==> src/rtl/instr_encoder.sv <==
// Instruction encoder: turns symbolic requests into 32-bit instruction words,
// buffers them in a small FIFO and streams them into imem at consecutive addresses.
module instr_encoder #(
    parameter int DEPTH  = 4,
    parameter int ADDR_W = 16
) (
    input  logic              clk,
    input  logic              rst_n,
    input  logic              req_valid,
    output logic              req_ready,
    input  logic [3:0]        req_op,
    input  logic [4:0]        req_rs,
    input  logic [4:0]        req_rt,
    input  logic [4:0]        req_rd,
    input  logic [5:0]        req_funct,
    input  logic [25:0]       req_imm,
    input  logic              base_load,
    input  logic [ADDR_W-1:0] base_addr,
    output logic              imem_we,
    input  logic              imem_wready,
    output logic [ADDR_W-1:0] imem_addr,
    output logic [31:0]       imem_wdata,
    output logic              err_illegal,
    output logic [15:0]       words_wr,
    output logic              busy
);

    localparam int PTR_W = $clog2(DEPTH);

    typedef enum logic {IDLE, WRITE} state_t;

    state_t            state, state_nxt;
    logic [31:0]       mem [DEPTH];
    logic [PTR_W-1:0]  rd_ptr, wr_ptr;
    logic [PTR_W:0]    count, count_nxt;
    logic [ADDR_W-1:0] wptr;
    logic              accept, illegal, push, pop, full;
    logic [31:0]       word;

    function automatic logic [5:0] opcode_of(input logic [3:0] op);
        case (op)
            4'd0:    opcode_of = 6'b000000;
            4'd1:    opcode_of = 6'b100000;
            4'd2:    opcode_of = 6'b000010;
            4'd3:    opcode_of = 6'b000011;
            4'd4:    opcode_of = 6'b000100;
            4'd5:    opcode_of = 6'b000101;
            4'd6:    opcode_of = 6'b001000;
            4'd7:    opcode_of = 6'b010000;
            4'd8:    opcode_of = 6'b001001;
            4'd9:    opcode_of = 6'b010001;
            4'd10:   opcode_of = 6'b000111;
            4'd11:   opcode_of = 6'b100011;
            4'd12:   opcode_of = 6'b100111;
            4'd13:   opcode_of = 6'b111000;
            4'd14:   opcode_of = 6'b111001;
            default: opcode_of = 6'b000000;
        endcase
    endfunction

    // Fields not belonging to the selected format are forced to zero.
    function automatic logic [31:0] encode(input logic [3:0] op, input logic [4:0] rs,
                                           input logic [4:0] rt, input logic [4:0] rd,
                                           input logic [5:0] funct, input logic [25:0] imm);
        logic [5:0] opc;
        opc = opcode_of(op);
        case (op)
            4'd0:        encode = {6'b000000, rs, rt, rd, 5'b00000, funct};
            4'd1:        encode = {opc, rs, rt, 16'h0000};
            4'd13, 4'd14: encode = {opc, imm};
            default:     encode = {opc, rs, rt, imm[15:0]};
        endcase
    endfunction

    assign word      = encode(req_op, req_rs, req_rt, req_rd, req_funct, req_imm);
    assign full      = (count == (PTR_W+1)'(DEPTH));
    assign req_ready = !full;
    assign accept    = req_valid && req_ready;
    assign illegal   = (req_op == 4'd15);
    assign push      = accept && !illegal;
    assign pop       = (state == WRITE) && imem_wready && (count != '0);
    assign count_nxt = count + (PTR_W+1)'(push) - (PTR_W+1)'(pop);
    assign busy      = (count != '0) || (state == WRITE);

    always_ff @(posedge clk) begin
        if (push)
            mem[wr_ptr] <= word;
    end

    always_ff @(posedge clk or negedge rst_n) begin
        if (!rst_n) begin
            rd_ptr      <= '0;
            wr_ptr      <= '0;
            count       <= '0;
            err_illegal <= 1'b0;
        end else begin
            if (push) wr_ptr <= wr_ptr + 1'b1;
            if (pop)  rd_ptr <= rd_ptr + 1'b1;
            count       <= count_nxt;
            err_illegal <= accept && illegal;
        end
    end

    // base_load can only coincide with idle, so it never races a pop.
    always_ff @(posedge clk or negedge rst_n) begin
        if (!rst_n) begin
            wptr     <= '0;
            words_wr <= '0;
        end else if (base_load && !busy) begin
            wptr     <= base_addr & ~ADDR_W'(3);
            words_wr <= '0;
        end else if (pop) begin
            wptr <= wptr + ADDR_W'(4);
            if (words_wr != 16'hFFFF)
                words_wr <= words_wr + 16'd1;
        end
    end

    always_ff @(posedge clk or negedge rst_n) begin
        if (!rst_n)
            state <= IDLE;
        else
            state <= state_nxt;
    end

    // A push into an empty FIFO enters WRITE on the same edge for one-cycle latency.
    always_comb begin
        state_nxt = state;
        case (state)
            IDLE:    if ((count != '0) || push) state_nxt = WRITE;
            WRITE:   if (count_nxt == '0)       state_nxt = IDLE;
            default: state_nxt = IDLE;
        endcase
    end

    always_comb begin
        imem_we    = (state == WRITE);
        imem_addr  = wptr;
        imem_wdata = imem_we ? mem[rd_ptr] : 32'h0;
    end

endmodule

==> config.mk <==
export PLATFORM = sky130hd
export DESIGN_NAME = instr_encoder
export DESIGN_NICKNAME = d
export VERILOG_FILES = /design/src/rtl/instr_encoder.sv
export SDC_FILE = /design/constraint.sdc
export NUM_CORES = 1
export LEC_CHECK = 0
export BUFFER_PORTS_ARGS = -buffer_cell sky130_fd_sc_hd__buf_2
export CAP_MARGIN = 30
export CELL_PAD_IN_SITES_DETAIL_PLACEMENT = 1
export CELL_PAD_IN_SITES_GLOBAL_PLACEMENT = 2
export CORE_MARGIN = 3
export CORE_UTILIZATION = 39
export CTS_BUF_LIST = sky130_fd_sc_hd__clkbuf_16
export DETAILED_ROUTE_END_ITERATION = 16
export HOLD_SLACK_MARGIN = 0.12
export PLACE_DENSITY_LB_ADDON = 0.1
export SYNTH_ARGS = -nofsm -noshare
export SYNTH_HDL_FRONTEND = slang
export SYNTH_SLANG_ARGS = --single-unit
export TNS_END_PERCENT = 100
==> constraint.sdc <==
create_clock -name clk -period 3.2 [get_ports clk]
set_clock_uncertainty 0.1 [all_clocks]
set_input_delay 0.16 -clock clk [delete_from_list [all_inputs] [get_ports clk]]
set_output_delay 0.16 -clock clk [all_outputs]
set_load 0.1 [all_outputs]
# --- After elaboration in Yosys (flattened, before gate mapping) ---
# Memory sizes are Yosys's and may differ from the RTL's.
# Index checks and enable logic that the tools add are counted.
classes:
  n_addsub: 6
  n_mul: 0
  div_mod_pow: 0
  order_cmp: 0
  n_eq_ne: 6
  shifts: 0
  mux: 12
  n_bitwise: 1
  reduce_logical: 18
ops:
  columns: ["cell", "n"]
  rows:
  - ["one-hot mux 32 bit (3 select lines)", 1]
  - ["two-way mux 16 bit", 5]
  - ["two-way mux 32 bit", 1]
  - ["adder 16 x 1 -> 16 bit, second input constant", 1]
  - ["adder 16 x 3 -> 16 bit, second input constant", 1]
  - ["!= test 16 bit, second input constant", 1]
  - ["equality test 4 bit, second input constant", 3]
  - ["logical AND 1 bit", 6]
  - ["adder 2 x 1 -> 2 bit, second input constant", 2]
  - ["equality test 4 x 1 -> 1 bit, second input constant", 1]
  - ["logical NOT 4 bit", 1]
  - ["two-way mux 1 bit", 4]
  - ["nonzero test 2 bit", 2]
  - ["adder 3 x 1 -> 3 bit", 1]
  - ["equality test 3 bit, second input constant", 1]
  - ["logical NOT 1 bit", 3]
  - ["logical NOT 3 bit", 1]
  - ["nonzero test 3 bit", 1]
  - ["subtractor 3 x 1 -> 3 bit", 1]
  - ["logical OR 1 bit", 2]
  - ["one-hot mux 1 bit (2 select lines)", 1]
  - ["AND reduction 2 bit", 1]
  - ["OR reduction 2 bit", 1]
  - ["NOT 1 bit", 1]
totals:
  ff_bits: 41
  latchBits: 0
  mem_bits_rw: 128
  mem_bits_ro: 96
  out_inout_bits: 68
  word_cells: 52
  n_memories: 2
memory_table:
  columns: ["name", "words", "word_bits", "read_ports", "rd_clocked_by_memory_dff", "write_ports", "line", "source"]
  rows:
  - ["mem", 4, 32, 1, 0, 1, "33", "logic [31:0] mem [DEPTH];"]
  - ["(no name shown)", 16, 6, 1, 0, 0, "41", "case (op)"]

# --- Depth between registers and ports, before layout ---
depth:
  word_depth: 9
  ltp_mapped: 13

# --- Least setup slack after synthesis ---
# No wires, ideal clock.
synth_path:
  kind: "flip-flop to flip-flop"
  startpoint: "register count[0]"
  endpoint: "register state (netlist: imem_we)"
  arrival_ns: 3.003
  slack_ns: -0.043
  path_stages_with_launch: 14
  path_buffers: 1
  period_less_slack_ns: 3.243
  cell_sequence: "dfrtp_1 -> nor2_1 -> nand2_1 -> and3_1 -> clkbuf_1 -> inv_1 -> ha_1 -> inv_1 -> ha_1 -> fa_1 -> xnor2_1 -> xnor2_1 -> nor4b_1 -> a21oi_1"
synth_via:
  elab_chain_len: 9
synth_rtl:
  columns: ["element", "line", "source"]
  rows:
  - ["start: declaration", "35", "logic [PTR_W:0] count, count_nxt;"]
  - ["start signal: assignment", "99", "count <= count_nxt;"]
  - ["equality test 3 bit", "76", "assign full = (count == (PTR_W+1)'(DEPTH));"]
  - ["logical NOT 1 bit", "77", "assign req_ready = !full;"]
  - ["net req_ready", "10", "output logic req_ready,"]
  - ["logical AND 1 bit", "78", "assign accept = req_valid && req_ready;"]
  - ["logical AND 1 bit", "80", "assign push = accept && !illegal;"]
  - ["adder 3 x 1 -> 3 bit", "82", "assign count_nxt = count + (PTR_W+1)'(push) - (PTR_W+1)'(pop);"]
  - ["subtractor 3 x 1 -> 3 bit", "82", null]
  - ["net count_nxt[2]", "35", null]
  - ["logical NOT 3 bit", "131", "WRITE: if (count_nxt == '0) state_nxt = IDLE;"]
  - ["two-way mux 1 bit", "131", null]
  - ["one-hot mux 1 bit (2 select lines)", "129", "case (state)"]
  - ["net state_nxt", "32", "state_t state, state_nxt;"]
  - ["end signal: assignment", "123", "state <= state_nxt;"]
  - ["end: declaration", "32", null]
# The timed path passes the listed nets, and every way through them passes these cells.
# A chain may end at the register's enable or synchronous reset.

# --- Worst setup path in the final report ---
layout_path:
  startpoint: "register count[0]"
  endpoint: "register state (netlist: imem_we)"
layout_via:
  elab_chain_len: 9
layout_rtl:
  columns: ["element", "line"]
  rows:
  - ["equality test 3 bit", "76"]
  - ["logical NOT 1 bit", "77"]
  - ["logical AND 1 bit", "78"]
  - ["logical AND 1 bit", "80"]
  - ["adder 3 x 1 -> 3 bit", "82"]
  - ["subtractor 3 x 1 -> 3 bit *", "82"]
  - ["net count_nxt[2]", "35"]
  - ["logical NOT 3 bit *", "131"]
  - ["two-way mux 1 bit *", "131"]
  - ["one-hot mux 1 bit (2 select lines) *", "129"]
  - ["net state_nxt", "32"]
# Mark *: on every way through the listed nets, which the timed path passes. The rest lies on a longest branch.

==> qor.yml <==
run_status: "complete, no violations"
tritoncts_num_sinks: 167
ioPinCount: 140
syn_inst: 511
detail_route.wl_per_cell_um: 18.7
global_route.usage.total_pct: 17.8
synth_to_layout_area_growth_pct: 29.8
synth_enable_flop_cells: 128
drt-vias-per-instance: 5.20
synthTopCellsByCount: "128 x edfxtp_1, 43 x and2_1, 39 x dfrtp_1, 39 x nand2_1, 32 x mux4_2"
type_of_element_launching_the_critical_path: "register"
h-tree-depth: 4
rsz_0062_raised_after_global_routing: "no"
postCtsResizedCells: 0
cts-buffers-inserted: 17
dieHeight_um: 145
path_type_of_the_worst_setup_path: "reg -> reg"
clock.fmax_mhz: 354
fp.dieArea_mm2: 0.0209
gpl_wtd_cong: 0.753
most_area_hungry_cell_type_in_the_yosys_netlist: "edfxtp_1"
ant_nets: 0
timing.final.max_slew_violations: 0
initial_antenna_violation_count: 0
iteration_0_drc_count_of_the_detailed_router: 190
ys.warnings.count: 0
port_buffers: 135
route.final.wire_length_um: 18000
setup_viol: 0
design.core.area_mm2: 0.0188
post-route-drc-count: 0
worst_ep_arrival_time_ns: 3.00
insertedDiodeCount: 0
clk_pin_slew_worst_paths_ns: 0.07
yosys.cell_types.count: 48
timing.final.crit_period_ns: 2.82
synth.ff_latch_count: 167
finalSetupTns_ns: 0
row_count: 50
grt_pass1_wl_um: 28200
netlist_area_before_placement_mm2: 0.00749
synth.most_common_cell: "edfxtp_1"
clock_path_buffers: 2
die_width_um: 145
tightest_slew_ns: 0.953
slew_headroom_pct: 35.9
maxCapViolations: 0
largest_net_degree_at_the_start_of_global_routing: 40
share_of_cells_above_drive_strength_1_pct: 32.4
worstSkewPairLatency_ns: 0.42
yosys_most_used_dff: "edfxtp_1"
min_period_over_period_pct: 88.2
async_flop_share_pct: 23.4
leading_post_synthesis_cells_by_cell_area: "edfxtp_1 51%, dfrtp_1 13%, mux4_2 9.6%"
dr.pass1.iters: 5
setup_crit_end_kind: "register"
share_of_yosys_cell_area_claimed_by_the_top_area_cell_type_pct: 51.3
final_net_count: 804
cts_tree: "done"
grt_pass1_vias: 5325
finalHoldViolCount: 0
timing.critical_path.fanout_max: 7
avgSynthCellArea_um2: 14.6
vias: 5015
cts.root.buffer_cell: "clkbuf_16"
global_route.overflow_total: 0
hold_class: "in -> reg"
dpl.hpwl_um: 11700
worst-endpoint-required_ns: 3.38
synth_seq_area_share_pct: 64.4
start_util_pct: 39.9
[critical path: stages, from the launching register on]
cell and delay [ns]:
dfrtp_1 0.43, nor2_1 0.09, nand2_2 0.08, and3_1 0.31, inv_1 0.10, ha_1 0.29, inv_1 0.04, ha_1 0.18
fa_1 0.38, xnor2_1 0.20, xnor2_1 0.13, nor4b_1 0.28, a21oi_1 0.07
[sequential cells by signal, indices dropped and copies added (netlist names)]
signal       flops
mem            128
words_wr        16
imem_addr       14
count            3
rd_ptr           2
wr_ptr           2
err_illegal      1
imem_we          1
[timing repair]
action | 4_1_cts | 5_1_grt
hold buffers | 65 | 1
setup endpoints to repair | 0 | 0
hold endpoints to repair | 159 | 7
buffers inserted | 0 | 0
[layout by cell type (no fill, tap or decap), drive strengths merged, types with 6 or more instances in the layout]
cell type / synthesis / layout
nand2: 39 / 39
a21oi: 9 / 9
nand3: 14 / 14
xor2: 6 / 6
mux4: 32 / 32
nor2: 15 / 15
clkbuf: 19 / 17
edfxtp: 128 / 128
nand4: 9 / 9
buf: 10 / 150
dlygate4sd3: 0 / 66
and2: 43 / 43
or3: 6 / 6
xnor2: 9 / 9
a22o: 11 / 11
nor3: 10 / 10
dfrtp: 39 / 39
ha: 13 / 13
o211ai: 7 / 7
inv: 17 / 25
mux2: 11 / 11
o21ai: 21 / 21
[stage by stage]
step,area [um^2],std cells,util (%),setup slack (ns),hold slack [ns]
after CTS,9680,963,51.6,0.356,0.187
final,9710,965,51.8,0.379,0.220
after floorplan,7490,512,-,0.0918,-0.236
after detailed placement,8470,866,45.1,0.307,0.273
after global routing,9710,965,51.8,0.204,0.235
after global placement,8470,866,45.1,0.475,0.257
[worst paths after layout]
path                       slack [ns]     endpoint         from  depth (start not counted)
min                              0.22   mem[1][27]    req_op[1]                          3
min in group asynchronous        0.57  words_wr[3]        rst_n                          3
max in group asynchronous        1.98    rd_ptr[0]        rst_n                          4
max                              0.38      imem_we     count[0]                         12
min reg2reg                      0.48  words_wr[3]  words_wr[3]                          1
max reg2reg                      0.38      imem_we     count[0]                         12
[layout make-up]
class,instances,area [um^2]
clock buffer,17,425
tap,234,293
multi-input combinational,299,2490
timing repair buffer,216,1470
inverter,17,63.8
sequential,167,4820
clock inverter,15,141
fill,1916,9050
[cell families after synthesis]
family / count (synthesis) / synth area share, %
buffers and inverters: 46 / 2.54
AO/OA/AOI/OAI: 66 / 5.87
XOR/XNOR: 15 / 1.76
adder cells (fa/ha/maj): 14 / 2.44
multiplexers: 47 / 11.8
AND/OR/NAND/NOR: 155 / 11.1
other: 1 / 0.0501
flip-flops: 167 / 64.4
[per-layer routing]
layer  global-route usage, %  routed length, um  share of wire [%]  vias up
met5                       0                  0                  0        -
met4                    5.20                208                1.2        0
met3                    3.70                631                3.5       16
met2                    30.7               9270                 51      103
met1                    22.7               7940                 44     2535
li1                        -                  -                  -     2361
Power is not shown: default switching activity piles up to over one toggle a cycle in this logic, so the estimate is an artifact.
